--- src/rtl/ifu_fetch.sv ---
// Instruction fetch unit: owns the PC, fetches one word at a time over a
// req/ack instruction-memory handshake, holds it for decode/execute until
// the controller retires it, then steps the PC according to npc_op.
// A misaligned register-indirect jump target parks the unit in a sticky
// FAULT state that only reset clears.
module ifu_fetch #(
  parameter logic [31:0] RESET_PC = 32'h0000_3000
) (
  input  logic        clk,
  input  logic        rstn,
  // instruction memory handshake
  output logic        imem_req,
  output logic [31:0] imem_addr,
  input  logic        imem_ack,
  input  logic [31:0] imem_rdata,
  // decode / execute interface
  output logic [31:0] instr,
  output logic        instr_valid,
  input  logic        instr_ready,
  input  logic [2:0]  npc_op,
  input  logic        zero,
  input  logic [31:0] ra_data,
  output logic [31:0] pc,
  output logic [31:0] pc_plus4,
  output logic        fault
);

  typedef enum logic [1:0] {
    IDLE  = 2'd0,
    FETCH = 2'd1,
    HOLD  = 2'd2,
    FAULT = 2'd3
  } state_t;

  localparam logic [2:0] NPC_SEQ    = 3'b000;
  localparam logic [2:0] NPC_BEQ    = 3'b001;
  localparam logic [2:0] NPC_JUMP   = 3'b010;
  localparam logic [2:0] NPC_JR     = 3'b011;

  state_t      state;
  state_t      state_next;
  logic [31:0] pc_next;
  logic [31:0] instr_next;
  logic        req_next;
  logic        valid_next;
  logic        fault_next;

  logic [31:0] npc;
  logic [31:0] branch_offset;
  logic        jr_misaligned;

  // The fetch address is the PC itself; it only changes on retire, so it is
  // stable for the whole time imem_req is high.
  assign imem_addr = pc;
  assign pc_plus4  = pc + 32'd4;

  // Sign-extended word offset of the beq immediate, relative to pc+4.
  assign branch_offset = {{14{instr[15]}}, instr[15:0], 2'b00};

  // Only register-indirect targets can be misaligned; every other target is
  // built from word-aligned pieces.
  assign jr_misaligned = (npc_op == NPC_JR) && (ra_data[1:0] != 2'b00);

  // Next-PC selection; only consumed in HOLD when the instruction retires.
  always_comb begin
    // NOTE: every variable assigned in always_comb gets a default first so no
    // path leaves it unassigned, which would infer a latch.
    npc = pc_plus4;
    if (npc_op[2] == 1'b0) begin
      unique case (npc_op[1:0])
        NPC_SEQ[1:0]:  npc = pc_plus4;
        NPC_BEQ[1:0]:  npc = zero ? (pc_plus4 + branch_offset) : pc_plus4;
        NPC_JUMP[1:0]: npc = {pc_plus4[31:28], instr[25:0], 2'b00};
        NPC_JR[1:0]:   npc = ra_data;
        default:       npc = pc_plus4;
      endcase
    end
  end

  // Next-state and next-output logic of the fetch FSM.
  always_comb begin
    state_next = state;
    pc_next    = pc;
    instr_next = instr;
    req_next   = imem_req;
    valid_next = instr_valid;
    fault_next = fault;

    unique case (state)
      IDLE: begin
        // Leaving reset: start the first fetch at RESET_PC.
        state_next = FETCH;
        req_next   = 1'b1;
      end

      FETCH: begin
        // Request and address are held until memory accepts.
        if (imem_ack) begin
          instr_next = imem_rdata;
          req_next   = 1'b0;
          valid_next = 1'b1;
          state_next = HOLD;
        end
      end

      HOLD: begin
        if (instr_ready) begin
          pc_next    = npc;
          valid_next = 1'b0;
          if (jr_misaligned) begin
            fault_next = 1'b1;
            state_next = FAULT;
          end else begin
            req_next   = 1'b1;
            state_next = FETCH;
          end
        end
      end

      FAULT: begin
        req_next   = 1'b0;
        valid_next = 1'b0;
        fault_next = 1'b1;
      end

      default: begin
        state_next = IDLE;
        req_next   = 1'b0;
        valid_next = 1'b0;
      end
    endcase
  end

  // State and registered outputs; reset is asynchronous so a reset mid-fetch
  // drops imem_req and instr_valid immediately.
  always_ff @(posedge clk or negedge rstn) begin
    // NOTE: sequential state uses non-blocking assignments so every register
    // samples the pre-edge values, independent of statement order.
    if (!rstn) begin
      state       <= IDLE;
      pc          <= RESET_PC;
      instr       <= 32'd0;
      imem_req    <= 1'b0;
      instr_valid <= 1'b0;
      fault       <= 1'b0;
    end else begin
      state       <= state_next;
      pc          <= pc_next;
      instr       <= instr_next;
      imem_req    <= req_next;
      instr_valid <= valid_next;
      fault       <= fault_next;
    end
  end

endmodule

--- config.mk ---
export PLATFORM = sky130hd
export DESIGN_NAME = ifu_fetch
export DESIGN_NICKNAME = d
export VERILOG_FILES = /design/src/rtl/ifu_fetch.sv
export SDC_FILE = /design/constraint.sdc
export NUM_CORES = 1
export LEC_CHECK = 0
export BUFFER_PORTS_ARGS = -buffer_cell sky130_fd_sc_hd__buf_2
export CAP_MARGIN = 20
export CORE_UTILIZATION = 48
export CTS_CLUSTER_DIAMETER = 150
export DETAILED_ROUTE_END_ITERATION = 10
export PLACE_DENSITY = 0.79
export SLEW_MARGIN = 10
export SYNTH_ARGS = -nofsm -noshare
export SYNTH_HDL_FRONTEND = slang
export SYNTH_SLANG_ARGS = --single-unit
--- constraint.sdc ---
create_clock -name clk -period 3.6 [get_ports clk]
set_clock_uncertainty 0.2 [all_clocks]
set_input_delay 0.72 -clock clk [delete_from_list [all_inputs] [get_ports clk]]
set_output_delay 0.72 -clock clk [all_outputs]
set_load 0.01 [all_outputs]
Word-level counts from Yosys, hierarchy flattened
Index checks and enable logic that the tools add are counted.
{"block": "totals", "regBits": 69, "input_bits": 72, "output_inout_bits": 131, "word_cells": 49}
{"block": "op_classes", "addsub": 2, "n_eq_ne": 11, "mux": 17, "reduce_logical": 13}
{"cell": "32-bit case mux with 4 select lines", "n": 1}
{"cell": "32-bit 2-to-1 mux", "n": 2}
{"cell": "32-bit by 3-bit adder with 32-bit output, second input constant", "n": 1}
{"cell": "32-bit adder", "n": 1}
{"cell": "3-bit AND reduction", "n": 4}
{"cell": "2-bit equality test, second input constant", "n": 4}
{"cell": "2-bit != test, second input constant", "n": 4}
{"cell": "1-bit 2-to-1 mux", "n": 7}
{"cell": "2-bit 2-to-1 mux", "n": 3}
{"cell": "2-bit case mux with 3 select lines", "n": 1}
{"cell": "3-bit nonzero test", "n": 2}
{"cell": "2-bit by 1-bit equality test with 1-bit output, second input constant", "n": 2}
{"cell": "2-bit zero test", "n": 2}
{"cell": "1-bit case mux with 4 select lines", "n": 1}
{"cell": "2-bit AND reduction", "n": 2}
{"cell": "2-bit nonzero test", "n": 2}
{"cell": "3-bit by 2-bit equality test with 1-bit output, second input constant", "n": 1}
{"cell": "1-bit case mux with 3 select lines", "n": 1}
{"cell": "1-bit case mux with 2 select lines", "n": 1}
{"cell": "1-bit logical AND", "n": 1}

Longest topological paths before layout
{"block": "logic_depth", "depth_word": 5, "mapped_depth": 17, "depth_no_buf": 15}

Worst setup path before layout
Ideal clock, no wire load.
{"block": "synth_path", "kind": "register to register", "startpoint": "reg pc[12], in the netlist imem_addr[12]", "endpoint": "reg pc[29], in the netlist imem_addr[29]", "setup_time_ns": 0.087, "t_arrival_ns": 3.925, "t_required_ns": 3.313, "path_slack_ns": -0.612, "stages_incl_launch_ff": 17, "path_buffers": 1, "synth_period_minus_slack_ns": 4.212, "path_cell_list": "dfstp_2 -> nand4_4 -> or4_4 -> nor2_1 -> nand2_1 -> nor2_1 -> xor2_1 -> ha_1 -> clkbuf_1 -> a21oi_1 -> nor2b_1 -> o21a_1 -> nor3_1 -> o22ai_1 -> o31ai_1 -> mux2_2 -> o211ai_1"}
{"block": "synth_via", "elab_chain_len": 5}
{"element": "start, declared", "line": "23", "text": "output logic [31:0] pc,"}
{"element": "start signal, assigned", "line": "148", "text": "pc <= pc_next;"}
{"element": "32-bit by 3-bit adder with 32-bit output", "line": "55", "text": "assign pc_plus4 = pc + 32'd4;"}
{"element": "net pc_plus4[22]", "line": "24", "text": "output logic [31:0] pc_plus4,"}
{"element": "32-bit adder", "line": "72", "text": "NPC_BEQ[1:0]: npc = zero ? (pc_plus4 + branch_offset) : pc_plus4;"}
{"element": "32-bit 2-to-1 mux", "line": "72"}
{"element": "32-bit case mux with 4 select lines", "line": "70", "text": "unique case (npc_op[1:0])"}
{"element": "32-bit 2-to-1 mux", "line": "69", "text": "if (npc_op[2] == 1'b0) begin"}
The timed path passes the listed nets, and every way through them passes these cells.
A chain may end at the register's enable or synchronous reset.

Final worst setup path
{"block": "layout_path", "startpoint": "reg pc[12], in the netlist imem_addr[12]", "endpoint": "reg pc[31], in the netlist imem_addr[31]"}
{"block": "layout_via", "elab_chain_len": 5}
{"element": "32-bit by 3-bit adder with 32-bit output *", "line": "55"}
{"element": "32-bit adder", "line": "72"}
{"element": "32-bit 2-to-1 mux", "line": "72"}
{"element": "32-bit case mux with 4 select lines", "line": "70"}
{"element": "32-bit 2-to-1 mux *", "line": "69"}
Every way passes the cells marked *; elsewhere a longest branch is shown, timed or not.

==> impl_results.md <==
* Critical Path AT at 3.98 ns
* RR Startpoint: imem_addr[12]
* Starting density of the core at between 40% and 50%
* Area growth syn-to-layout at 54.3%
* Status: finished, violations left
* Vias per inst at approximately 6.4
* Peak VDD IR at approximately 0.6 mV
* P per Cell Area at ~1100 nW/um^2
* Number of global-route vias before repair at 7335
* Seq pwr share at 15.1%
* # diodes at 0
* Worst-margin pin slew at between 0.8 and 0.9 ns
* Post-route setup slack at -0.297 ns
* Worst min-delay path class: input port to async pin
* Slew HR at ~43%
* Post-route minimum period at ~3.9 ns
* Sw Share at 47.5%
* TritonCTS buffer count at 9
* Detailed placement HPWL at 19.3 mm
* Netlist cell types at slightly above 70
* Clock transition at path regs at 0.06 ns
* Final wirelength at roughly 28 mm
* Crit-path max FO at 3
* Seq/Total Area, Yosys at a little over a quarter
* Critical Path Source: imem_addr[12]
* Startpoint Class: flop
* Cell Rows at 41
* First-pass GRT wire length at 38.8 mm
* Post-synth EDFFs at 0
* DRT Pass-1 Iters at 7
* Share of flip-flops with an asynchronous set or reset at between 90% and 100%
* Largest net degree at the start of global routing at 36
* Core footprint at around 13000 sq um
* Most frequent cells in the layout: buf_2, buf_4, nand2_1, dfrtp_1, nor2_1
* Via count at slightly above 8000
* Syn Area/Cell at 8.12 sq um
* Die Footprint at about 14000 sq um
* Gpl congestion at approximately 1.0
* Clk pwr share at between 7 and 8%
* Die width at about 120 um
* Nets@finish at between 1000 and 1500
* WP data required at between 3 and 4 ns
* Hold-fix buffers at CTS at 0
* Worst Setup End Kind: flop
* Net switching power figure at ~0.005 W
* Placed cell areas at around 8500 sq um
* Fin crit share at 108%
* Leak Pwr at ~4.6 nW
* Setup TNS at -1.83 ns
* Fin area at 9760 sq um
* IO buf count at 202
* Max_cap viols at 0
* Most common cell after layout, fill and taps aside: buf_2
* Fmax at 0.257 GHz
* Final slew viol count at 0
* Die height at ~120 um
* Post-Syn Instances at around 780
* Pint at 0.00567 W
* Syn. warnings at 0
* Clock Latency Late Sink at around 0.35 ns
* Setup violators final at 12
* Final hold violation count at 0
* Seq cells post-synth at a little under 70
* Syn_nets at a little under 900
* RSZ-0062 raised after global routing: true
* WS Path Type: flop to flop
* Initial antenna violation count at 0
* Post-synth top flop: dfrtp_1
* Share of post-route cells with drive strength above 1 at 50.0%
* Combinational share of power at about 77%
* DRC at 0
* Post-route ant nets at 0
* DP Worst Slack at -0.310 ns
* Root Buffer: clkbuf_16
* Total grt overflow at 0
* Longest Clk Path Bufs at 2
* Global Route Usage Sum at roughly two fifths
* DRT iter0 DRCs at 1327
* CTS Sinks at between 60 and 70
* IO Pins at just over 200
* WHS at 0.288 ns
* H-tree Lvls at 3
* CTS tree: built
* Netlist Area Pre-Place at 6330 sq um
* Drt wl/cell at about 21 um
* Failing checks: setup timing
[power by group through the flow]
stage                     clock network (W)  registers [W]  logic, W
after global placement                    0        0.00155   0.00665
after floorplan                           0        0.00176   0.00371
after global routing               0.000871        0.00167   0.00885
after CTS                          0.000838        0.00157   0.00724
final                              0.000838        0.00163   0.00834
after detailed placement                  0        0.00157   0.00676
[cells in the mapped netlist, drive strengths merged, types with 8 or more instances]
library cell | n | area share, %
xor2 | 15 | 2.1
nand4 | 12 | 1.4
nand2b | 10 | 0.99
xnor2 | 25 | 3.6
o21a | 14 | 1.7
dfrtp | 67 | 26
a21oi | 50 | 4.0
clkbuf | 32 | 1.9
and3 | 10 | 0.99
o31ai | 8 | 0.95
nand3 | 36 | 2.8
ha | 38 | 7.5
nor3 | 15 | 1.2
o21ai | 60 | 4.7
o22ai | 9 | 0.89
nand2 | 83 | 4.9
a211oi | 11 | 1.3
nor2 | 62 | 3.7
a22oi | 8 | 0.95
mux2 | 35 | 6.2
a21o | 17 | 2.0
buf | 41 | 4.5
inv | 19 | 1.1
[what timing repair did]
action | CTS | global route
setup buffers | 16 | 25
gates resized for setup | 55 | 78
setup endpoints to repair | 13 | 20
pin swaps | 26 | 56
[stage by stage]
stage	instances	utilization, %	power (W)
after global placement	1250	67.1	0.00820
after global routing	1302	76.7	0.0114
after floorplan	779	-	0.00547
final	1302	76.7	0.0108
after CTS	1282	72.1	0.00965
after detailed placement	1250	67.1	0.00833
[metal layers]
layer,GRT usage [%],part of all wire (%),vias up
li1,-,-,3525
met1,50.7,38,3868
met2,58.5,43,713
met3,9.68,13,196
met4,19.6,5.6,0
met5,0,0,-
[sequential cells by signal, summed over array words and instances (netlist names)]
register	cells
imem_req	1
instr_valid	1
state	2
fault	1
imem_addr	32
instr	32
[final timing paths]
path,endpoint,slack (ns),cells after the start
worst max-delay path,imem_addr[31],-0.30,16
worst min-delay path,instr[26],0.29,1
worst max register to register,imem_addr[31],-0.30,16
worst min register to register,fault,0.30,1
max in group asynchronous,instr[23],2.24,2
min in group clk,fault,0.30,1
[worst max-delay path, stage by stage, from the launching register on]
cell and delay [ns]:
dfstp_2 0.57, nand4_4 0.16, or4_4 0.51, nor2_4 0.16
buf_4 0.13, buf_6 0.09, nand2_2 0.06, xnor2_2 0.15
ha_1 0.35, a211oi_2 0.27, o21ba_2 0.18, o21ai_2 0.05
a21oi_2 0.18, mux2i_1 0.11, a211oi_2 0.24, mux2_4 0.33
o21ai_2 0.10
[cell families after synthesis]
family	count (synthesis)	share of synthesized area [%]
XOR/XNOR	40	5.65
adder cells (fa/ha/maj)	39	7.83
buffers and inverters	94	7.65
multiplexers	40	7.02
flip-flops	69	27.3
AND/OR/NAND/NOR	253	19.0
AO/OA/AOI/OAI	244	25.5
[cell type report]
| class | count | area [sq um] |
|---|---|---|
| tap | 172 | 215 |
| clock inverter | 4 | 23.8 |
| timing repair buffer | 408 | 2630 |
| inverter | 21 | 78.8 |
| multi-input combinational | 616 | 4830 |
| clock buffer | 12 | 246 |
| fill | 864 | 2960 |
| sequential | 69 | 1740 |
No activity file was read; power rests on OpenSTA's default activity.
